==> config.mk <==
export PLATFORM = sky130hd
export DESIGN_NAME = dunpack_32x4_flat
export DESIGN_NICKNAME = d
export VERILOG_FILES = /design/src/rtl/dunpack_32x4_if.sv /design/src/rtl/dunpack_32x4.sv /design/src/flat_wrapper.sv
export SDC_FILE = /design/constraint.sdc
export NUM_CORES = 1
export LEC_CHECK = 0
export ABC_CLOCK_PERIOD_IN_PS = 1800
export BUFFER_PORTS_ARGS = -buffer_cell sky130_fd_sc_hd__buf_4
export CAP_MARGIN = 20
export CORE_UTILIZATION = 41
export DETAILED_ROUTE_END_ITERATION = 8
export PLACE_DENSITY = 0.77
export SLEW_MARGIN = 5
export SYNTH_ARGS = -nofsm -noshare
export SYNTH_HDL_FRONTEND = slang
export SYNTH_SLANG_ARGS = --single-unit
==> constraint.sdc <==
create_clock -name sysclk -period 1.8 [get_ports sysclk]
set_input_delay 0.18 -clock sysclk [delete_from_list [all_inputs] [get_ports sysclk]]
set_output_delay 0.18 -clock sysclk [all_outputs]
set_load 0.02 [all_outputs]
==> src/rtl/dunpack_32x4_if.sv <==
// Word-in / byte-out stream bundle for the 32x4 unpacker.
// The slave side is the unpacker; the master side is the surrounding source/sink.
interface dunpack_32x4_if;
    logic [31:0] data_in;
    logic        data_in_valid;
    logic        data_in_ready;
    logic [7:0]  data_out;
    logic        data_out_valid;
    logic        data_out_ready;
    logic        data_out_last;

    modport master (
        output data_in, data_in_valid, data_out_ready,
        input  data_in_ready, data_out, data_out_valid, data_out_last
    );

    modport slave (
        input  data_in, data_in_valid, data_out_ready,
        output data_in_ready, data_out, data_out_valid, data_out_last
    );
endinterface

==> src/rtl/dunpack_32x4.sv <==
// Unpacks 32-bit words into four bytes with valid/ready on both sides.
// The next word is accepted in the same cycle its predecessor's last byte leaves, so the stream has no bubbles.
module dunpack_32x4 #(
    parameter bit MSB_FIRST = 1'b1
) (
    input  logic            sysclk,
    input  logic            sync_n,
    input  logic            clr,
    dunpack_32x4_if.slave   bus
);

    logic [31:0] r_word;
    logic [1:0]  r_idx;
    logic        r_busy;

    logic        w_idx_last;
    logic        w_out_fire;
    logic        w_in_ready;
    logic        w_in_fire;
    logic [1:0]  w_sel;

    assign w_idx_last = (r_idx == 2'd3);
    assign w_out_fire = r_busy & bus.data_out_ready;
    // Combinational through data_out_ready so the last byte and the next word share a cycle
    assign w_in_ready = ~clr & (~r_busy | (w_out_fire & w_idx_last));
    assign w_in_fire  = bus.data_in_valid & w_in_ready;
    assign w_sel      = MSB_FIRST ? (2'd3 - r_idx) : r_idx;

    assign bus.data_in_ready  = w_in_ready;
    assign bus.data_out_valid = r_busy;
    assign bus.data_out_last  = r_busy & w_idx_last;

    always_comb begin
        bus.data_out = r_word[7:0];
        case (w_sel)
            2'd0:    bus.data_out = r_word[7:0];
            2'd1:    bus.data_out = r_word[15:8];
            2'd2:    bus.data_out = r_word[23:16];
            default: bus.data_out = r_word[31:24];
        endcase
    end

    always_ff @(posedge sysclk or negedge sync_n) begin
        if (!sync_n) begin
            r_word <= '0;
            r_idx  <= '0;
            r_busy <= 1'b0;
        end else if (clr) begin
            // Word register is left intact; only the sequencing state is dropped
            r_idx  <= '0;
            r_busy <= 1'b0;
        end else if (w_in_fire) begin
            r_word <= bus.data_in;
            r_idx  <= '0;
            r_busy <= 1'b1;
        end else if (w_out_fire) begin
            if (w_idx_last) begin
                r_idx  <= '0;
                r_busy <= 1'b0;
            end else begin
                r_idx  <= r_idx + 2'd1;
            end
        end
    end

endmodule

==> src/flat_wrapper.sv <==
// flat-port wrapper written by rule: the top's interface ports become plain ports
module dunpack_32x4_flat 
#(
    parameter bit MSB_FIRST = 1'b1
)
  (sysclk, sync_n, clr, bus_data_in, bus_data_in_valid, bus_data_out_ready, bus_data_in_ready, bus_data_out, bus_data_out_valid, bus_data_out_last);
  dunpack_32x4_if bus_i ();
  input  logic sysclk;
  input  logic sync_n;
  input  logic clr;
  input wire logic [$bits(bus_i.data_in)-1:0] bus_data_in;
  input wire logic [$bits(bus_i.data_in_valid)-1:0] bus_data_in_valid;
  input wire logic [$bits(bus_i.data_out_ready)-1:0] bus_data_out_ready;
  output wire logic [$bits(bus_i.data_in_ready)-1:0] bus_data_in_ready;
  output wire logic [$bits(bus_i.data_out)-1:0] bus_data_out;
  output wire logic [$bits(bus_i.data_out_valid)-1:0] bus_data_out_valid;
  output wire logic [$bits(bus_i.data_out_last)-1:0] bus_data_out_last;
  assign bus_i.data_in = bus_data_in;
  assign bus_i.data_in_valid = bus_data_in_valid;
  assign bus_i.data_out_ready = bus_data_out_ready;
  assign bus_data_in_ready = bus_i.data_in_ready;
  assign bus_data_out = bus_i.data_out;
  assign bus_data_out_valid = bus_i.data_out_valid;
  assign bus_data_out_last = bus_i.data_out_last;
  dunpack_32x4 #(.MSB_FIRST(MSB_FIRST)) u_core (.sysclk(sysclk), .sync_n(sync_n), .clr(clr), .bus(bus_i));
endmodule
# Yosys cells after proc, flatten, opt, wreduce, memory -nomap -nowiden
# Cells that the tools add are included.
classes:
  n_addsub: 2
  eq_ne: 3
  n_mux: 9
  bitwise_logic: 8
  reduce_logical: 5
ops:
  columns: ["op", "n"]
  rows:
  - ["case mux 8 bit (3 select lines)", 1]
  - ["2-to-1 mux 2 bit", 4]
  - ["nonzero test 3 bit", 2]
  - ["bitwise AND 1 bit", 5]
  - ["== test 2 bit (second input constant)", 2]
  - ["2-to-1 mux 1 bit", 4]
  - ["AND reduction 2 bit", 2]
  - ["adder 2 x 1 -> 2 bit (second input constant)", 1]
  - ["== test 2 x 1 -> 1 bit (second input constant)", 1]
  - ["zero test 2 bit", 1]
  - ["inverter 1 bit", 2]
  - ["subtractor 2 bit (first input constant)", 1]
  - ["bitwise OR 1 bit", 1]
totals:
  register_bits: 35
  out_inout_bits: 11

# Longest topological paths before layout
depth:
  word_depth: 7
  ltp_mapped: 5

# Worst setup path after synthesis
# Ideal clock, no wire load.
synth_timing:
  path_type: "register to output"
  from: "register u_core.r_idx[0]"
  to: "output bus_data_out[0]"
  arrival_ns: 1.452
  setup_slack_ns: 0.168
  path_stages_with_launch: 5
  cell_sequence: "dfrtp_1 -> inv_1 -> ha_1 -> clkbuf_1 -> mux2i_1"
synth_between:
  elab_chain_len: 3
  word_cells_on_any_way: 5
synth_rtl:
  columns: ["item", "line", "text"]
  rows:
  - ["from (decl)", "dunpack_32x4.sv:13", "logic [1:0] r_idx;"]
  - ["from (signal assigned)", "dunpack_32x4.sv:61", "r_idx <= r_idx + 2'd1;"]
  - ["subtractor 2 bit (*)", "dunpack_32x4.sv:27", "assign w_sel = MSB_FIRST ? (2'd3 - r_idx) : r_idx;"]
  - ["== test 2 bit (tied with other cells)", "dunpack_32x4.sv:35", "case (w_sel)"]
  - ["case mux 8 bit (3 select lines) (*)", "dunpack_32x4.sv:35", null]
  - ["to (decl)", "flat_wrapper.sv:15", "output wire logic [$bits(bus_i.data_out)-1:0] bus_data_out;"]
# Mark *: on every way between the ends. The rest lies on a longest branch, timed or not.

# Worst setup path in the final report
layout_timing:
  from: "register u_core.r_idx[1]"
  to: "output bus_data_out[2]"
# The elaborated chain is that of the path after synthesis.

==> run_results.csv <==
group,metric,value,unit
power,clkPwrFrac,0.295,
power,powerDensity,937.1,nW/µm²
cts,clk_pin_slew,70,ps
critical_path,arrival,1700,ps
global_route,use_met2,0.2839,
route,vias,1136,
timing,finalSetupTns,-296.8,ps
die,initial_core_util,0.4368,
cts,clockBufferDepth,2,
layout,layout_commonest_cell,"buf_4",
global_route,antenna_found_initial,0,
critical_path,cp.required,1620,ps
power,ir_worst_vdd,0.6419,mV
power,power.total,2064,µW
critical_path,start_kind,"flip-flop",
placement,numPortBuffers,47,
cts,clk-insertion-delay-late,280,ps
die,die_height,65.16,µm
timing,maxSlewHeadroom,0.7058,
layout,fin_nets,212,
route,wire_per_inst,15.58,µm
critical_path,cp-end-kind,"output port",
route,drt_iter0_markers,57,
timing,skew,3.515,ps
cts,root_buffer,"clkbuf_8",
synthesis,ys_seq_area_frac,0.5356,
timing,rsz0062_at_grt,"yes",
synthesis,synth_top_area_frac,0.5356,
outcome,status,"finished with violations",
synthesis,synth_area,1635,µm²
timing,final_hold_viol_count,0,
layout,layout-drive-gt1-share,0.5698,
global_route,grt_pass1_wl,5595,µm
critical_path,cp_max_fo,11,
cts,h-tree-depth,2,
outcome,violations,"negative setup slack",
global_route,globalRouteTotalUtil,0.1812,
placement,dp_hpwl,2413,µm
layout,fin_cells,220,
min_path,hold_path_class,"in -> reg",
timing,period_minus_slack,1883,ps
placement,place_inst,210,
layout,final_cell_mix,"buf_4 (50), dfrtp_1 (34), mux2_2 (32)",
global_route,grt_max_degree,36,
power,power.share.sequential,0.488,
power,switching_share,0.2551,
route,dr.pass1.iters,4,
run,maxCapViolCount,0,
route,drc,0,
synthesis,synth-main-ff-cell,"dfrtp_1",
global_route,use_met1,0.2347,
layout,fill_cells,320,
global_route,gr-total-overflow,0,
synthesis,async_flop_share,1.000,
timing,final_max_slew_viol_count,0,
timing,setup_viol,10,
synthesis,synth_warnings,0,
global_route,met3_usage,0.06597,
layout,antennaDiodeCount,0,
die,die_area,4245,µm²
route,ant_nets,0,
synthesis,syn_avg_cell_area,13.86,µm²
die,die_w,65.16,µm
power,switchingPower,526.5,µW
cts,numCtsBuffers,5,
placement,gp_congestion,0.7135,
timing,min_period_over_period,1.046,
synthesis,yosys_register_bits,35,
die,num_io_pins,48,
route,wl,3428,µm
die,rows,22,
cts,cts_tree,"yes",
global_route,grt_pass1_vias,1152,
power,internal_power,1537,µW
timing,fmaxAchievable,531.1,MHz
power,pwr-share-comb,0.216,
critical_path,critPathKind,"reg -> out",
synthesis,synth_cell_types,19,
synthesis,yosysTopAreaCell,"dfrtp_1",
synthesis,ys_top_cells_by_area,"dfrtp_1 (54%), mux2_2 (22%), mux2i_1 (5.5%)",
synthesis,synth_edf_count,0,
synthesis,synth_nets,159,
layout,fin_util,0.5882,
global_route,grt-busiest-layer,"met2",
synthesis,netlist_instances,118,
layout,area_growth_syn_to_layout,34.66,%
cts,cts_sinks,35,
die,coreArea,3744,µm²
layout,regArea,877.1,µm²
layout,multi_input_area,710.7,µm²
power,p_leak,0.001045,µW
timing,worst_slew_pin_slew,441.2,ps
timing,setup_slack,-82.79,ps
route,via_per_inst,5.164,
-- synth_stat cells (all sizes together) (3+ instances only) --
library cell and instances:
nor2 3, a222oi 8, buf 3, ha 4, inv 10, mux2i 9, mux2 32, dfrtp 35
clkbuf 4
-- critical path, cell delays in order (launching register included) --
cell and delay [ps]:
dfrtp_1 410, buf_4 160, ha_4 210, a222oi_1 330
mux2i_1 140, buf_4 180
-- power groups by stage --
stage	combinational [µW]	sequential (µW)	clock (µW)
3_3_place_gp	428	1010	0
5_1_grt	484	1020	673
4_1_cts	453	1010	629
3_5_place_dp	445	1020	0
2_1_floorplan	270	994	0
6_report	447	1010	609
-- sequential cells by signal, indices dropped and copies added, names as in the netlist --
name	cells
u_core.r_word	32
u_core.r_idx	2
u_core.bus.data_out_valid	1
-- cell families (layout without fill, tap and decap cells) --
logic type | after synthesis | count (layout) | synth area share
AOI/OAI and AO/OA | 10 | 10 | 0.06350
adders and majority gates | 4 | 4 | 0.03061
buffers and inverters | 17 | 71 | 0.05279
DFF | 35 | 35 | 0.5356
muxes | 41 | 41 | 0.2754
and+or+nand+nor | 11 | 11 | 0.04208
-- final cells by class --
| class | instances | share of cell area |
|---|---|---|
| sequential | 35 | 0.3983 |
| multi-input combinational | 66 | 0.3227 |
| timing repair buffer | 53 | 0.1892 |
| clock buffer | 8 | 0.04545 |
| tap | 48 | 0.02727 |
| inverter | 10 | 0.01705 |
-- timing repair --
item	in CTS	in global routing
resized for setup	9	0
endpoints found under the setup margin	8	40
hold buffers	1	0
hold endpoints to repair	35	0
cloned	0	0
pin swaps	8	1
setup buffers	2	0
-- final timing paths --
| check | from | end | slack, ps | cells past startpoint |
|---|---|---|---|---|
| max in group asynchronous | sync_n | u_core.r_idx[0] | 1080 | 2 |
| min | clr | u_core.r_idx[0] | 110 | 2 |
| min reg2reg | u_core.r_word[29] | u_core.r_word[29] | 510 | 1 |
| max | u_core.r_idx[1] | bus_data_out[2] | -80 | 5 |
| min in group asynchronous | sync_n | u_core.r_word[1] | 390 | 2 |
| max reg2reg | u_core.r_idx[1] | u_core.r_word[30] | 0 | 6 |
-- metal layers --
metal / vias up / routed length (µm)
met5: - / 0
met4: 0 / 34
met3: 5 / 266
met2: 49 / 1676
met1: 556 / 1451
li1: 526 / -
-- metrics by stage --
stage               hold WS [ps]  setup slack [ps]  instance area, µm²
floorplan                 -115.6             168.1                1635
global placement           143.7             184.0                2042
detailed placement         155.2             116.1                2042
CTS                        89.59            -44.15                2202
global route               90.50            -136.9                2202
finish                     105.7            -82.79                2202
Power figures use the tool's default switching activity.
